<file path="config.mk">
export PLATFORM = sky130hd
export DESIGN_NAME = uart_tx_word_buffer
export DESIGN_NICKNAME = d
export VERILOG_FILES = /design/src/rtl/uart_tx_word_buffer.sv
export SDC_FILE = /design/constraint.sdc
export NUM_CORES = 1
export LEC_CHECK = 0
export ABC_AREA = 1
export BUFFER_PORTS_ARGS = -buffer_cell sky130_fd_sc_hd__buf_2
export CAP_MARGIN = 25
export CORE_UTILIZATION = 59
export DETAILED_ROUTE_END_ITERATION = 10
export GPL_ROUTABILITY_DRIVEN = 0
export HOLD_SLACK_MARGIN = 0.06
export PLACE_DENSITY = 0.79
export SYNTH_ARGS = -nofsm -noshare
export SYNTH_HDL_FRONTEND = slang
export SYNTH_SLANG_ARGS = --single-unit
</file>
<file path="constraint.sdc">
create_clock -name clk -period 3.2 [get_ports clk]
set_clock_uncertainty 0.05 [all_clocks]
set_input_delay 0.48 -clock clk [delete_from_list [all_inputs] [get_ports clk]]
set_output_delay 0.48 -clock clk [all_outputs]
set_load 0.02 [all_outputs]
</file>
<file path="src/rtl/uart_tx_word_buffer.sv">
// Word FIFO feeding a byte-wide UART transmitter: words pushed by the Crypter are
// queued, then serialised one byte at a time through the tx_start / tx_done_tick handshake.
module uart_tx_word_buffer #(
   parameter int WORD_W    = 32,
   parameter int DEPTH     = 4,
   parameter int MSB_FIRST = 1
) (
   input  logic                     clk,
   input  logic                     rst,
   input  logic                     wr_en,
   input  logic [WORD_W-1:0]        wr_data,
   output logic                     full,
   output logic                     empty,
   output logic [$clog2(DEPTH):0]   level,
   output logic                     overflow,
   output logic                     tx_start,
   output logic [7:0]               tx_byte,
   input  logic                     tx_done_tick,
   output logic                     busy,
   output logic [1:0]               state_dbg
);

   localparam int PTR_W  = $clog2(DEPTH);
   localparam int LVL_W  = PTR_W + 1;
   localparam int NBYTES = WORD_W / 8;
   localparam int CNT_W  = $clog2(NBYTES) + 1;
   localparam logic [CNT_W-1:0] LAST_CNT = CNT_W'(NBYTES - 1);
   localparam logic [LVL_W-1:0] FULL_LVL = LVL_W'(DEPTH);

   // Handshakes: a word is taken on any cycle with wr_en=1 and either full=0 or a pop
   // in the same cycle, otherwise it is dropped and overflow sticks. Toward UART_TX,
   // tx_start is a one-cycle request; tx_byte stays stable until tx_done_tick returns.
   typedef enum logic [1:0] {
      IDLE  = 2'd0,
      START = 2'd1,
      WAIT  = 2'd2
   } state_t;

   state_t              state_q, state_d;
   logic [PTR_W-1:0]    wr_ptr_q, wr_ptr_d;
   logic [PTR_W-1:0]    rd_ptr_q, rd_ptr_d;
   logic [LVL_W-1:0]    level_q, level_d;
   logic [WORD_W-1:0]   shift_q, shift_d;
   logic [CNT_W-1:0]    cnt_q, cnt_d;
   logic                overflow_q, overflow_d;
   logic [WORD_W-1:0]   mem_q [DEPTH];
   logic [WORD_W-1:0]   mem_d [DEPTH];

   logic pop;
   logic push;
   logic last_byte;

   assign empty     = (level_q == '0);
   assign full      = (level_q == FULL_LVL);
   assign last_byte = (cnt_q == LAST_CNT);

   always_comb begin
      state_d = state_q;
      shift_d = shift_q;
      cnt_d   = cnt_q;
      pop     = 1'b0;
      case (state_q)
         IDLE: begin
            if (!empty) begin
               pop     = 1'b1;
               shift_d = mem_q[rd_ptr_q];
               cnt_d   = '0;
               state_d = START;
            end
         end
         START: state_d = WAIT;
         WAIT: begin
            if (tx_done_tick) begin
               if (!last_byte) begin
                  shift_d = (MSB_FIRST != 0) ? (shift_q << 8) : (shift_q >> 8);
                  cnt_d   = cnt_q + CNT_W'(1);
                  state_d = START;
               end else if (!empty) begin
                  // Chain straight into the next word so no IDLE cycle separates them.
                  pop     = 1'b1;
                  shift_d = mem_q[rd_ptr_q];
                  cnt_d   = '0;
                  state_d = START;
               end else begin
                  state_d = IDLE;
               end
            end
         end
         default: state_d = IDLE;
      endcase
   end

   always_comb begin
      push       = wr_en && (!full || pop);
      wr_ptr_d   = push ? wr_ptr_q + PTR_W'(1) : wr_ptr_q;
      rd_ptr_d   = pop ? rd_ptr_q + PTR_W'(1) : rd_ptr_q;
      overflow_d = overflow_q || (wr_en && !push);
      level_d    = level_q;
      if (push && !pop) begin
         level_d = level_q + LVL_W'(1);
      end else if (pop && !push) begin
         level_d = level_q - LVL_W'(1);
      end
      mem_d = mem_q;
      if (push) begin
         mem_d[wr_ptr_q] = wr_data;
      end
   end

   always_ff @(posedge clk) begin
      if (rst) begin
         state_q    <= IDLE;
         wr_ptr_q   <= '0;
         rd_ptr_q   <= '0;
         level_q    <= '0;
         shift_q    <= '0;
         cnt_q      <= '0;
         overflow_q <= 1'b0;
      end else begin
         state_q    <= state_d;
         wr_ptr_q   <= wr_ptr_d;
         rd_ptr_q   <= rd_ptr_d;
         level_q    <= level_d;
         shift_q    <= shift_d;
         cnt_q      <= cnt_d;
         overflow_q <= overflow_d;
      end
   end

   // Storage needs no reset: the level counter guards every read.
   always_ff @(posedge clk) begin
      mem_q <= mem_d;
   end

   assign level     = level_q;
   assign overflow  = overflow_q;
   assign tx_start  = (state_q == START);
   assign tx_byte   = (MSB_FIRST != 0) ? shift_q[WORD_W-1 -: 8] : shift_q[7:0];
   assign busy      = !empty || (state_q != IDLE);
   assign state_dbg = state_q;

endmodule

</file>
# --- Word level (Yosys, flattened, before mapping) ---
# Cells that the tools add are included.
totals:
  output_inout_bits: 18
  reg_bits: 173
  input_bits: 36
op_classes:
  muxes: 25
  n_eq_ne: 6
  order_cmp: 3
  bitwise: 2
  addsub: 5
  n_reduce_logical: 19
ops:
  columns: ["op", "count"]
  rows:
  - ["$mux W32", 6]
  - ["$bwmux W128", 1]
  - ["$bmux W32 S2", 1]
  - ["$demux W32 S2", 1]
  - ["$pmux W32 S2", 1]
  - ["$mux W3", 5]
  - ["$add A3 B1 Y3 const B", 2]
  - ["$ge A3 B3 Y1 const B", 2]
  - ["$not A2 Y3", 2]
  - ["$pmux W2 S3", 1]
  - ["$pmux W3 S2", 1]
  - ["$reduce_bool A2 Y1", 3]
  - ["$logic_and A1 B1 Y1", 5]
  - ["$mux W1", 5]
  - ["$add A2 B1 Y2 const B", 2]
  - ["$logic_not A1 Y1", 4]
  - ["$mux W2", 2]
  - ["$ne A2 B2 Y1 const B", 2]
  - ["$reduce_and A2 Y1", 2]
  - ["$eq A3 B2 Y1 const B", 1]
  - ["$eq A3 B3 Y1 const B", 1]
  - ["$logic_not A3 Y1", 1]
  - ["$logic_or A1 B1 Y1", 3]
  - ["$lt A3 B1 Y1 const B", 1]
  - ["other kinds (5)", 5]

# --- Longest topological paths before layout ---
# Gate-level depths: netlist of run 1.
logic_depth:
  ltp_word: 11
  ltp_mapped: 16

# --- Least setup slack after synthesis of run 1 ---
# No wires, ideal clock.
synth_timing:
  kind: "register to register"
  start: "reg level_q[0] (netlist: level[0])"
  end: "reg mem_q[0] (netlist bit), enable pin"
  t_arrival_ps: 2517
  slack_ps: 212
  path_stages_with_launch: 8
  required_time_ps: 2729
  path_cell_list: "dfxtp_1 > nor2_1 > nand2_1 > nand3_2 > buf_6 > nand2_2 > nand2_1 > nor2_1"
synth_via:
  elab_chain_len: 7
  word_cells_on_any_way: 9
  cone_classes: "eq/ne (1); mux (4); reduce/logical (4)"
synth_rtl:
  columns: ["item", "line_no", "source"]
  rows:
  - ["from (decl)", "42", "logic [LVL_W-1:0] level_q, level_d;"]
  - ["from (signal assigned)", "123", "level_q <= level_d;"]
  - ["$logic_not A3 Y1", "53", "assign empty = (level_q == '0);"]
  - ["$mux W1", "64, 78", null]
  - ["$mux W1", "74", "if (!last_byte) begin"]
  - ["$mux W1", "73", "if (tx_done_tick) begin"]
  - ["$pmux W1 S2", "62", "case (state_q)"]
  - ["$logic_or A1 B1 Y1 (*)", "94", "push = wr_en && (!full || pop);"]
  - ["$logic_and A1 B1 Y1 (*)", "94", null]
  - ["to (signal assigned)", "132", "mem_q <= mem_d;"]
  - ["to (decl)", "46", "logic [WORD_W-1:0] mem_q [DEPTH];"]
# Mark *: on every way between the ends. The rest lies on a longest branch, timed or not.
# A chain may end at the register's enable or synchronous reset.

# --- Final worst setup path of run 1 ---
layout_timing:
  start: "reg cnt_q[0]"
  end: "reg level_q[2] (netlist: level[2])"
layout_via:
  elab_chain_len: 9
  word_cells_on_any_way: 12
  cone_classes: "eq/ne (1); mux (4); reduce/logical (7)"
layout_rtl:
  columns: ["item", "line_no", "source"]
  rows:
  - ["from (decl)", "44", "logic [CNT_W-1:0] cnt_q, cnt_d;"]
  - ["from (signal assigned)", "125", "cnt_q <= cnt_d;"]
  - ["$eq A3 B2 Y1 (*)", "55", "assign last_byte = (cnt_q == LAST_CNT);"]
  - ["$mux W1 (*)", "74", null]
  - ["$mux W1 (*)", "73", null]
  - ["$pmux W1 S2 (*)", "62", null]
  - ["$logic_or A1 B1 Y1", "94", null]
  - ["$logic_and A1 B1 Y1", "94", null]
  - ["$logic_not A1 Y1", "101", "end else if (pop && !push) begin"]
  - ["$logic_and A1 B1 Y1", "101", null]
  - ["$reduce_bool A2 Y1 (no source line)", null, null]
# Marks and branches as above.

==> reports/metrics.cfg, run 1 <==
[clock_tree]
cts_root_buffer=clkbuf_16
cts.sinks=173
clk_pin_slew_worst_paths_ns=0.06
post_cts_buffers=0
cts_resized=0
clockBufferDepth=2
clkLatencyLatePin_ns=0.43
ctsHoldBuffers=0
ctsHtreeMaxLevel=4
cts_inserted_buffers=17
cts_tree=yes

[synth]
synthCells=616
syn_nets=659
synth_area_per_cell_um2=11.2
synth_seq_cells=173
ys_warn_count=0
syn_area_um2=6920
ys_seq_area_share_pct=68.6
yosysUniqueCellTypes=27
yosysTopAreaCell=edfxtp_1
synthTopCellsByArea=edfxtp_1 (56%), dfxtp_1 (13%), nand2_1 (6.4%)
synth_top_area_share_pct=55.6

[worst_setup_path]
crit_fanout=29
crit_path_frequent_cell=nand2_1
slowest_delay_ns=0.38
path_cells=ha_1, nand2_1, nand2_1, nand3_2, buf_4, ha_1, inv_1, fa_1, nor2_1, nor2_1, nand2_1, o21ai_0, a21oi_1
cp-end-kind=register
cp.arrival_ns=2.78
reg2regPathDepth=13
cpMaxStageDelayCell=fa_1
required_ns=3.51
startpoint_type=register
critPathKind=register to register

[floorplanning]
die_y_um=110
core_um2=11400
start_util_pct=60.6
die_area_um2=12200
ioPinCount=54
row_count=39
dieWidth_um=110

[power]
power_switching_w=0.00247
total_power_w=0.00720
pwr-share-comb_pct=29.0
power.density_nw_per_um2=918
internal_power_w=0.00474
clkPwrFrac_pct=29.6
p_sw_share_pct=34.2
seq_power_share_pct=41.5
irDropWorstVdd_v=0.000728
leakagePower_nw=2.96

[layout]
nFillCells=806
area_growth_pct=13.4
fin_cells=812
layout_common_cells=edfxtp_1 (128), nand2_1 (118), nand3_1 (62), nor2_1 (59), buf_2 (53)
layout-drive-gt1-share_pct=19.0
num_antenna_cells=0
final_nets=699
final_common_cell=edfxtp_1

[hold_path]
min_path_type=input pin to register
hold_depth=1

[detailed_routing]
drt_iter0_drc=293
avgViaCountPerCell=5.64
routedWlPerCell_um=16.7
final_antenna_net_count=0
vias=4576
routed_wl_um=13600
drtPass1Iterations=5
drc=0

[global_route]
grt_max_degree=43
grt_overflow=0
grt_pass1_vias=4262
antenna_found_initial=0
grt_first_pass_wirelength_um=21300
grt_usage_pct=24.3

[timing]
period_share_pct=77.4
slew_viol_final=0
slew-limit-headroom_pct=40.6
finalSetupTns_ns=0
fmax_mhz=404
hold_viol=0
tightest_slew_ns=0.885
period_needed_ns=2.48
setup_violations=0
rsz0062_at_grt=no

[run]
timing.max_cap.violations=0

[place]
io_buffers=53
place_inst=780
dp_hpwl_um=7950

[outcome]
status=finished, final reports clean

[power groups by stage]
| stage | sequential, W | clock, W | combinational [W] |
|---|---|---|---|
| floorplan | 0.00299 | 0 | 0.00164 |
| global placement | 0.00301 | 0 | 0.00200 |
| detailed placement | 0.00303 | 0 | 0.00208 |
| CTS | 0.00299 | 0.00216 | 0.00210 |
| global route | 0.00303 | 0.00225 | 0.00234 |
| finish | 0.00299 | 0.00213 | 0.00209 |
[worst paths after layout]
| path | slack, ns | endpoint | start |
|---|---|---|---|
| max reg2reg | 0.72 | level[2] | cnt_q[0] |
| min | 0.21 | mem_q[50] | wr_data[18] |
| min reg2reg | 0.40 | overflow | overflow |
| max | 0.72 | level[2] | cnt_q[0] |
[cell families after synthesis]
family,count (synthesis),synth area share [%]
flops,173,68.6
simple gates,274,18.1
compound gates,97,7.11
xor+xnor,1,0.127
fa+ha+maj,7,1.37
buf+inv,64,4.65
[cell usage after synthesis, drive strengths merged]
library cell,number
nor2,64
clkinv,1
dfxtp,45
fa,1
xor2,1
ha,6
or2,1
nor3,25
nand2,120
a21oi,43
clkbuf,10
nand3,64
o21a,1
o21ai,53
edfxtp,128
buf,32
inv,21
[layer usage]
metal	part of all wire [%]	vias up	GRT usage, %
met3	5.8	32	6.23
met2	49	157	39.0
li1	-	2211	-
met5	0	-	0
met4	2.9	0	12.9
met1	42	2176	30.3
[stage by stage]
step | hold slack, ns | area (um^2) | utilization (%) | setup WS, ns
6_report | 0.214 | 7850 | 68.7 | 0.724
5_1_grt | 0.202 | 7850 | 68.7 | 0.565
4_1_cts | 0.198 | 7850 | 68.7 | 0.737
3_5_place_dp | 0.391 | 7210 | 63.1 | 0.692
3_3_place_gp | 0.386 | 7210 | 63.1 | 0.836
2_1_floorplan | 0.371 | 6920 | - | 0.212
[critical path: cells and delay by family (launching register included)]
family | cells | cell delay (ns)
fa+ha+maj | 3 | 0.81
simple gates | 6 | 0.52
flops | 1 | 0.33
buf+inv | 2 | 0.41
compound gates | 2 | 0.26
[registers in the layout, summed over array words and instances (netlist names)]
register,flops
shift_q,32
level,3
state_dbg,2
wr_ptr_q,2
mem_q,128
overflow,1
rd_ptr_q,2
cnt_q,3
[cell type report]
cell class	count	area, um^2	share of cell area (%)
sequential	173	4750	60.5
multi-input combinational	379	1860	23.7
clock buffer	25	571	7.27
timing repair buffer	63	340	4.34
tap	143	179	2.28
inverter	22	82.6	1.05
clock inverter	7	66.3	0.845
No activity file was read; power rests on OpenSTA's default activity.
==> run 2, diff against run 1 <==
- clock period: 3.2 -> 2.4 ns (I/O delays scaled with it)
==> reports/metrics.cfg, run 2 (synthesis results as in run 1) <==
[layout]
regMostFlops=mem_q
num_antenna_cells=0
layout-drive-gt1-share_pct=20.1
largest_registers=mem_q: 128 flops, shift_q: 32 flops
largest_reg_flops=128
layout_common_cells=edfxtp_1 (128), nand2_1 (118), nand3_1 (62), nor2_1 (59), buf_2 (53)
final_nets=707
fin_area_um2=7930
final_common_cell=edfxtp_1
fin_cells=820
area_growth_pct=14.7

[global_route]
grt_first_pass_wirelength_um=21900
grt_max_degree=66
antenna_found_initial=0
grt_pass1_vias=4329
grt_usage_pct=24.8
grt_overflow=0

[clock_tree]
clkLatencyLatePin_ns=0.43
cts_tree=yes
ctsHoldBuffers=0
post_cts_buffers=0
cts_inserted_buffers=17
ctsHtreeMaxLevel=4
clk_pin_slew_worst_paths_ns=0.06
cts_resized=0
clockBufferDepth=2
cts.sinks=173
cts_root_buffer=clkbuf_16

[worst_setup_path]
crit_fanout=5
cpMaxStageDelayCell=fa_1
crit_path_frequent_cell=nand2_1
cp.arrival_ns=2.51
critPathKind=register to register
required_ns=2.71
startpoint_type=register
cp-end-kind=register
path_delay_family=simple AND/OR/NAND/NOR gates
slowest_delay_ns=0.39
path_cells=ha_1, nand2_1, nand2_1, nand3_2, nand2_2, nand2_1, inv_1, ha_1, inv_1, fa_1, nor2_1, nor2_1, nand2_1, o21ai_0, a21oi_1
critPathBufInv=2

[floorplanning]
dieWidth_um=110
die_area_um2=12200
core_um2=11400
die_y_um=110
start_util_pct=60.6
ioPinCount=54
row_count=39

[timing]
slew_viol_final=0
period_needed_ns=2.20
hold_viol=0
period_share_pct=91.6
holdWs_ns=0.0933
slew-limit-headroom_pct=48.3
fmax_mhz=455
rsz0062_at_grt=no
setup_violations=0
tightest_slew_ns=0.774

[place]
place_inst=788
dp_hpwl_um=8410
io_buffers=53
postPlaceCellArea_um2=7290

[detailed_routing]
vias=4617
routed_wl_um=13800
drtPass1Iterations=5
drc=0
routedWlPerCell_um=16.8
final_antenna_net_count=0
drt_iter0_drc=370
avgViaCountPerCell=5.63

[run]
timing.max_cap.violations=0

[power]
power.density_nw_per_um2=1240
total_power_w=0.00980
irDropWorstVdd_v=0.000879
leakagePower_nw=3.00

[hold_path]
min_path_type=input pin to register

[outcome]
status=finished, final reports clean

run 2: layer usage:
metal,share of wire (%),global-route usage (%)
met1,42,33.6
met2,49,39.0
met3,6.2,6.06
met4,2.0,9.59
met5,0,0
run 2: metrics by stage:
stage                     utilization (%)  setup TNS, ns  setup WS [ns]
after floorplan                         -         -15.22         -0.119
after global placement               63.8              0          0.289
after detailed placement             63.8              0          0.187
after CTS                            69.4              0          0.195
after global routing                 69.5              0        0.00949
final                                69.5              0          0.202
run 2: final cells by class:
| type | count | area, um^2 |
|---|---|---|
| clock inverter | 15 | 219 |
| fill | 833 | 3490 |
| sequential | 173 | 4750 |
| clock buffer | 17 | 425 |
| timing repair buffer | 71 | 413 |
| multi-input combinational | 379 | 1870 |
| inverter | 22 | 82.6 |
| tap | 143 | 179 |
run 2: path summary, 6_finish.rpt:
kind                                 end  startpoint  cells past startpoint  slack [ns]
worst max-delay path            level[2]    cnt_q[0]                     15        0.20
worst min-delay path            mem_q[4]  wr_data[4]                      1        0.09
worst max register to register  level[2]    cnt_q[0]                     15        0.20
worst min register to register  cnt_q[0]    cnt_q[0]                      1        0.39
run 2: power breakdown:
group / internal [W] / switching [W]
Sequential: 0.00372 / 0.000231
Clock: 0.00185 / 0.00113
Combinational: 0.000889 / 0.00199
